File: config.mk
export PLATFORM = sky130hd
export DESIGN_NAME = match_sequencer
export DESIGN_NICKNAME = d
export VERILOG_FILES = /design/src/rtl/match_sequencer.sv
export SDC_FILE = /design/constraint.sdc
export NUM_CORES = 1
export LEC_CHECK = 0
export CORE_UTILIZATION = 48
export CTS_CLUSTER_SIZE = 28
export DETAILED_ROUTE_END_ITERATION = 8
export PLACE_DENSITY = 0.68
export REMOVE_ABC_BUFFERS = 1
export SYNTH_ARGS = -nofsm -noshare
export SYNTH_HDL_FRONTEND = slang
export SYNTH_SLANG_ARGS = --single-unit
File: constraint.sdc
create_clock -name clk -period 3.3 [get_ports clk]
set_input_delay 0.66 -clock clk [delete_from_list [all_inputs] [get_ports clk]]
set_output_delay 0.66 -clock clk [all_outputs]
set_load 0.02 [all_outputs]
File: src/rtl/match_sequencer.sv
// match_sequencer: gates serves, converts toggle goal flags to scores, declares the winner
//   clk, reset (sync, active-high), start_btn (rising edge starts a match),
//   blue_score_up/red_score_up (toggle per goal), game_initiated (launch pulse),
//   game_over (ball held dead), blue_score/red_score, winner, state_out
module match_sequencer #(
  parameter int SERVE_DELAY = 50_000_000,
  parameter int WIN_SCORE = 5
) (
  input  logic       clk,
  input  logic       reset,
  input  logic       start_btn,
  input  logic       blue_score_up,
  input  logic       red_score_up,
  output logic       game_initiated,
  output logic       game_over,
  output logic [3:0] blue_score,
  output logic [3:0] red_score,
  output logic [1:0] winner,
  output logic [1:0] state_out
);
  typedef enum logic [1:0] {IDLE, SERVE, LIVE, OVER} state_t;
  state_t state;
  logic start_prev, blue_prev, red_prev;
  logic [31:0] serve_cnt;
  logic start_rise, blue_goal, red_goal, blue_win, red_win;
  logic [3:0] blue_next, red_next;
  always_comb begin
    start_rise = start_btn & ~start_prev;
    blue_goal = blue_score_up ^ blue_prev;
    red_goal = red_score_up ^ red_prev;
    blue_next = blue_score + {3'b0, blue_goal};
    red_next = red_score + {3'b0, red_goal};
    blue_win = blue_next == 4'(WIN_SCORE);
    red_win = red_next == 4'(WIN_SCORE);
  end
  assign state_out = state;
  // Prev registers track inputs even in reset so levels present at reset never count as events.
  always_ff @(posedge clk) begin
    start_prev <= start_btn;
    blue_prev <= blue_score_up;
    red_prev <= red_score_up;
    game_initiated <= 1'b0;
    if (reset) begin
      state <= IDLE;
      game_over <= 1'b1;
      blue_score <= '0;
      red_score <= '0;
      winner <= 2'b00;
      serve_cnt <= '0;
    end else begin
      case (state)
        IDLE, OVER: if (start_rise) begin
          state <= SERVE;
          game_over <= 1'b0;
          blue_score <= '0;
          red_score <= '0;
          winner <= 2'b00;
          serve_cnt <= '0;
        end
        SERVE: if (serve_cnt == 32'(SERVE_DELAY - 1)) begin
          state <= LIVE;
          game_initiated <= 1'b1;
          serve_cnt <= '0;
        end else serve_cnt <= serve_cnt + 32'd1;
        LIVE: begin
          // Scores are below WIN_SCORE while LIVE, so a single increment saturates at WIN_SCORE.
          blue_score <= blue_next;
          red_score <= red_next;
          if (blue_win || red_win) begin
            state <= OVER;
            game_over <= 1'b1;
            winner <= {red_win, blue_win};
          end else if (blue_goal || red_goal) state <= SERVE;
        end
      endcase
    end
  end
endmodule

# [Yosys cells after proc, flatten, opt, wreduce, memory -nomap -nowiden]
# Index checks and enable logic that the tools add are counted.
[word_totals] reg_bits=49 latchBits=0 ram_bits=0 rom_bits=0 word_cells=57 memories=0
[classes] n_addsub=3 mul=0 div_mod_pow=0 order_cmp=0 eq_ne=10 n_shift=0 muxes=18 bitwise=5 reduce_logical=11
[ops] op="2-to-1 mux 32 bit" count=2
[ops] op="one-hot mux 32 bit (2 select lines)" count=1
[ops] op="adder 32 x 1 -> 32 bit, second input constant" count=1
[ops] op="== test 32 x 26 -> 1 bit, second input constant" count=1
[ops] op="one-hot mux 4 bit (2 select lines)" count=2
[ops] op="2-to-1 mux 2 bit" count=6
[ops] op="adder 4 x 1 -> 4 bit" count=2
[ops] op="== test 4 x 3 -> 1 bit, second input constant" count=2
[ops] op="!= test 2 bit, second input constant" count=3
[ops] op="one-hot mux 2 bit (3 select lines)" count=1
[ops] op="AND reduction 3 bit" count=2
[ops] op="== test 2 bit, second input constant" count=2
[ops] op="2-to-1 mux 4 bit" count=1
[ops] op="one-hot mux 2 bit (2 select lines)" count=1
[ops] op="AND reduction 2 bit" count=2
[ops] op="nonzero test 2 bit" count=2
[ops] op="OR reduction 2 bit" count=2
[ops] op="2-to-1 mux 1 bit" count=3
[ops] op="!= test 3 bit, second input constant" count=1
[ops] op="== test 2 x 1 -> 1 bit, second input constant" count=1
[ops] op="logical NOT 2 bit" count=1
[ops] op="logical OR 1 bit" count=2
[ops] op="NOT 1 bit" count=2
[ops] op="one-hot mux 1 bit (2 select lines)" count=1
[ops] op="2 further kinds" count=3

# [Longest topological paths before layout]
[logic_depth] depth_word=6 depth_mapped=9

# [Worst setup path before layout]
# No wires, ideal clock.
[synth_timing] kind="input to register" start="in blue_score_up" end="reg state[1] (netlist: state_out[1])" t_arrival_ns=2.795 required_ns=3.199 setup_slack_ns=0.404 cell_stages=7 path_cell_list="xor2_1 > ha_1 > ha_1 > a2111oi_0 > a2111oi_0 > or3_1 > o41ai_1"
[synth_between] elab_chain_len=6 elab_cells_between_ends=9 classes_between="add/sub (1); eq/ne (2); mux (2); bitwise (1); reduce/logical (3)"
[synth_lines] element="start: declaration" line_no="12" rtl="input logic blue_score_up,"
[synth_lines] element="bitwise XOR 1 bit *" line_no="29" rtl="blue_goal = blue_score_up ^ blue_prev;"
[synth_lines] element="adder 4 x 1 -> 4 bit" line_no="31" rtl="blue_next = blue_score + {3'b0, blue_goal};"
[synth_lines] element="== test 4 x 3 -> 1 bit" line_no="33" rtl="blue_win = blue_next == 4'(WIN_SCORE);"
[synth_lines] element="logical OR 1 bit" line_no="69" rtl="if (blue_win || red_win) begin"
[synth_lines] element="!= test 3 bit (no line) / 2-to-1 mux 2 bit (equally long branches)"
[synth_lines] element="AND reduction 3 bit (no line) / one-hot mux 2 bit (3 select lines) (equally long branches)"
[synth_lines] element="end signal: assignment" line_no="44" rtl="state <= IDLE;"
[synth_lines] element="end signal: assignment" line_no="70" rtl="state <= OVER;"
[synth_lines] element="end signal: assignment" line_no="73" rtl="end else if (blue_goal || red_goal) state <= SERVE;"
[synth_lines] element="end: declaration" line_no="22" rtl="state_t state;"
# Every way passes the cells marked *; elsewhere a longest branch is shown, timed or not.
# A chain may end at the register's enable or synchronous reset.

# [Final worst setup path]
# Ends and elaborated chain as after synthesis.

==> flow_summary.yaml <==
grt:
  grt_util_all_layers_pct: 20.5
  grt_overflow: 0
  grt_max_degree: 32
  first_global_vias: 1931
  grt_antenna_before_repair: 0
  grt_pass1_wl_microns: 8490
finish:
  nFillCells: 452
  fin_area_sq_um: 2800
  n_antenna_cell: 0
  nets: 315
  area_growth_pct: 16.7
  drive_gt1_share_pct: 7.59
drt:
  drt-pass1-iter-count: 4
  drt-initial-drc-count: 93
  drc: 0
  ant_nets: 0
  wl_per_cell_microns: 13.2
  postRouteWirelength_microns: 4900
  via_per_inst: 5.52
  vias: 2044
yosys:
  synth-edff-count: 0
  synth_ff_type: "dfxtp_1"
  ys_seq_elements: 49
  synth_area_leaders: "dfxtp_1 41%, xor2_1 6.6%, nor2_1 4.7%"
  syn_area_per_cell_sq_um: 8.57
  synth.distinct_cells: 45
  yosysTopAreaCell: "dfxtp_1"
  synth.most_common_cell: "dfxtp_1"
  synth_top_area_share_pct: 40.9
  synth_warnings: 0
  synth_commonest_cells: "49 x dfxtp_1, 30 x nor2_1, 19 x a21oi_1"
  synth_area_sq_um: 2400
  async_flop_share_pct: 0
  synthCells: 280
  ys_seq_area_share_pct: 40.9
sta:
  slew_headroom_pct: 46.4
  rsz0062_at_grt: "false"
  setup_viol: 0
  hold_viol_final: 0
  worst_pin_slew_ns: 0.801
  fmax_mhz: 330
  drv_slew: 0
  period_needed_ns: 3.03
  fin_tns_setup_ns: 0
  fin_skew_ns: 0.00971
  period_share_pct: 91.7
cts:
  post_cts_resized: 0
  cts_buffer_depth: 2
  cts_hold_buf: 0
  path_clk_slew_ns: 0.10
  cts_root_buf: "clkbuf_8"
  cts_tree: "done"
  clk_latency_ns: 0.30
  clock-sinks: 49
  htree_num_levels: 2
  postCtsSetupBuffers: 0
  cts_buffers: 5
power:
  p_leak_nw: 0.978
  ir_worst_vdd_mv: 0.224
  power_density_nw_per_um2: 429
  p_total_w: 0.00120
flow_run:
  cap_violations: 0
worst_setup_path:
  worstSetupEndpointType: "flop"
  worstPathMaxFanout: 5
  crit_path_start_kind: "input port"
  cpPeakStageDelay_ns: 0.48
  critical-path-slowest-cell: "clkdlybuf4s50_1"
  cp.arrival_ns: 3.23
  cp.required_ns: 3.51
  cp_cell_sequence: "clkdlybuf4s50_1 -> xor2_1 -> ha_1 -> ha_1 -> a2111oi_0 -> buf_4 -> a2111oi_0 -> or3_1 -> o41ai_1"
  critical_path_class: "in2reg"
place:
  port-buffer-count: 18
  gp_congestion: 0.753
  place_area_sq_um: 2680
  dpl.hpwl_microns: 3480
die:
  ioPinCount: 19
  fp.dieW_microns: 72.7
  die_h_microns: 72.7
  coreArea_sq_um: 4750
  initial_core_util_pct: 50.5
  die-area_sq_um: 5290
  fp-row-count: 25
status:
  outcome: "completed"
hold_path:
  holdCritPathClass: "reg2reg"
-- per-layer routing --
layer	part of all wire (%)	vias up	track usage, %
met4	0.86	0	5.23
met2	47	23	35.7
li1	-	1059	-
met5	0	-	0
met1	50	958	25.7
met3	2.1	4	4.14
-- power breakdown --
group          leakage [nW]  internal, W  switching [W]
Combinational         0.524    0.0000518      0.0000858
Sequential            0.396     0.000602      0.0000104
Clock                0.0574     0.000247       0.000204
Total                 0.978     0.000900       0.000301
-- kinds of logic after synthesis --
family          synth area share [%]
simple gates                    27.0
flops                           40.9
xor+xnor                        9.49
buf+inv                         3.65
mux                            0.469
compound gates                  14.4
fa+ha+maj                       4.17
-- per-stage QoR --
step	utilization, %	cells	hold slack, ns	setup WS [ns]
floorplan	-	269	0.449	-0.316
global placement	56.4	362	0.446	0.00765
detailed placement	56.4	362	0.449	-0.0610
CTS	58.9	370	0.463	0.252
global route	58.9	370	0.479	0.0910
finish	58.9	370	0.459	0.273
-- area by class of cell --
type | count | area, sq um | share of cell area, %
timing repair buffer | 26 | 240 | 8.58
clock inverter | 2 | 37.5 | 1.34
inverter | 11 | 41.3 | 1.47
clock buffer | 6 | 82.6 | 2.95
tap | 67 | 83.8 | 2.99
multi-input combinational | 209 | 1340 | 47.7
sequential | 49 | 981 | 35.0
-- cells in the final DEF, fill, tap and decap left out, types with 2 or more instances in the layout --
| cell type | count |
|---|---|
| o21ai_0 | 12 |
| or4_1 | 4 |
| buf_4 | 8 |
| nand3b_1 | 2 |
| dfxtp_1 | 49 |
| nand4b_1 | 2 |
| nand4_1 | 13 |
| or3_1 | 6 |
| nand2_1 | 17 |
| clkdlybuf4s50_1 | 18 |
| a22oi_1 | 4 |
| nor4b_1 | 3 |
| nor2b_1 | 5 |
| xnor2_1 | 8 |
| inv_1 | 11 |
| a41oi_1 | 2 |
| nor2_1 | 30 |
| ha_1 | 8 |
| and3_1 | 3 |
| and4_1 | 4 |
| nor3_1 | 5 |
| a2111oi_0 | 2 |
| a311oi_1 | 2 |
| or2_2 | 2 |
| xor2_1 | 18 |
| clkbuf_8 | 6 |
| a211oi_1 | 2 |
| nand3_1 | 17 |
| o41ai_1 | 2 |
| a21oi_1 | 19 |
-- sequential cells by signal (all words and copies together), names as in the netlist --
signal	flops
serve_cnt	32
blue_score	4
red_score	4
state_out	2
winner	2
blue_prev	1
game_initiated	1
game_over	1
red_prev	1
start_prev	1
-- worst max-delay path: cells and delay by family --
| family | cells | cell delay (ns) |
|---|---|---|
| AO/OA/AOI/OAI | 3 | 0.79 |
| XOR/XNOR | 1 | 0.20 |
| adder cells (fa/ha/maj) | 2 | 0.54 |
| buffers and inverters | 2 | 0.68 |
| AND/OR/NAND/NOR | 1 | 0.35 |
-- final timing paths --
path | startpoint | to | slack, ns | cells past startpoint
max | blue_score_up | state_out[1] | 0.27 | 9
min | game_over | game_over | 0.46 | 2
max reg2reg | serve_cnt[16] | state_out[1] | 0.66 | 5
min reg2reg | game_over | game_over | 0.46 | 2
Note: power is estimated with default switching activity, not from simulation.
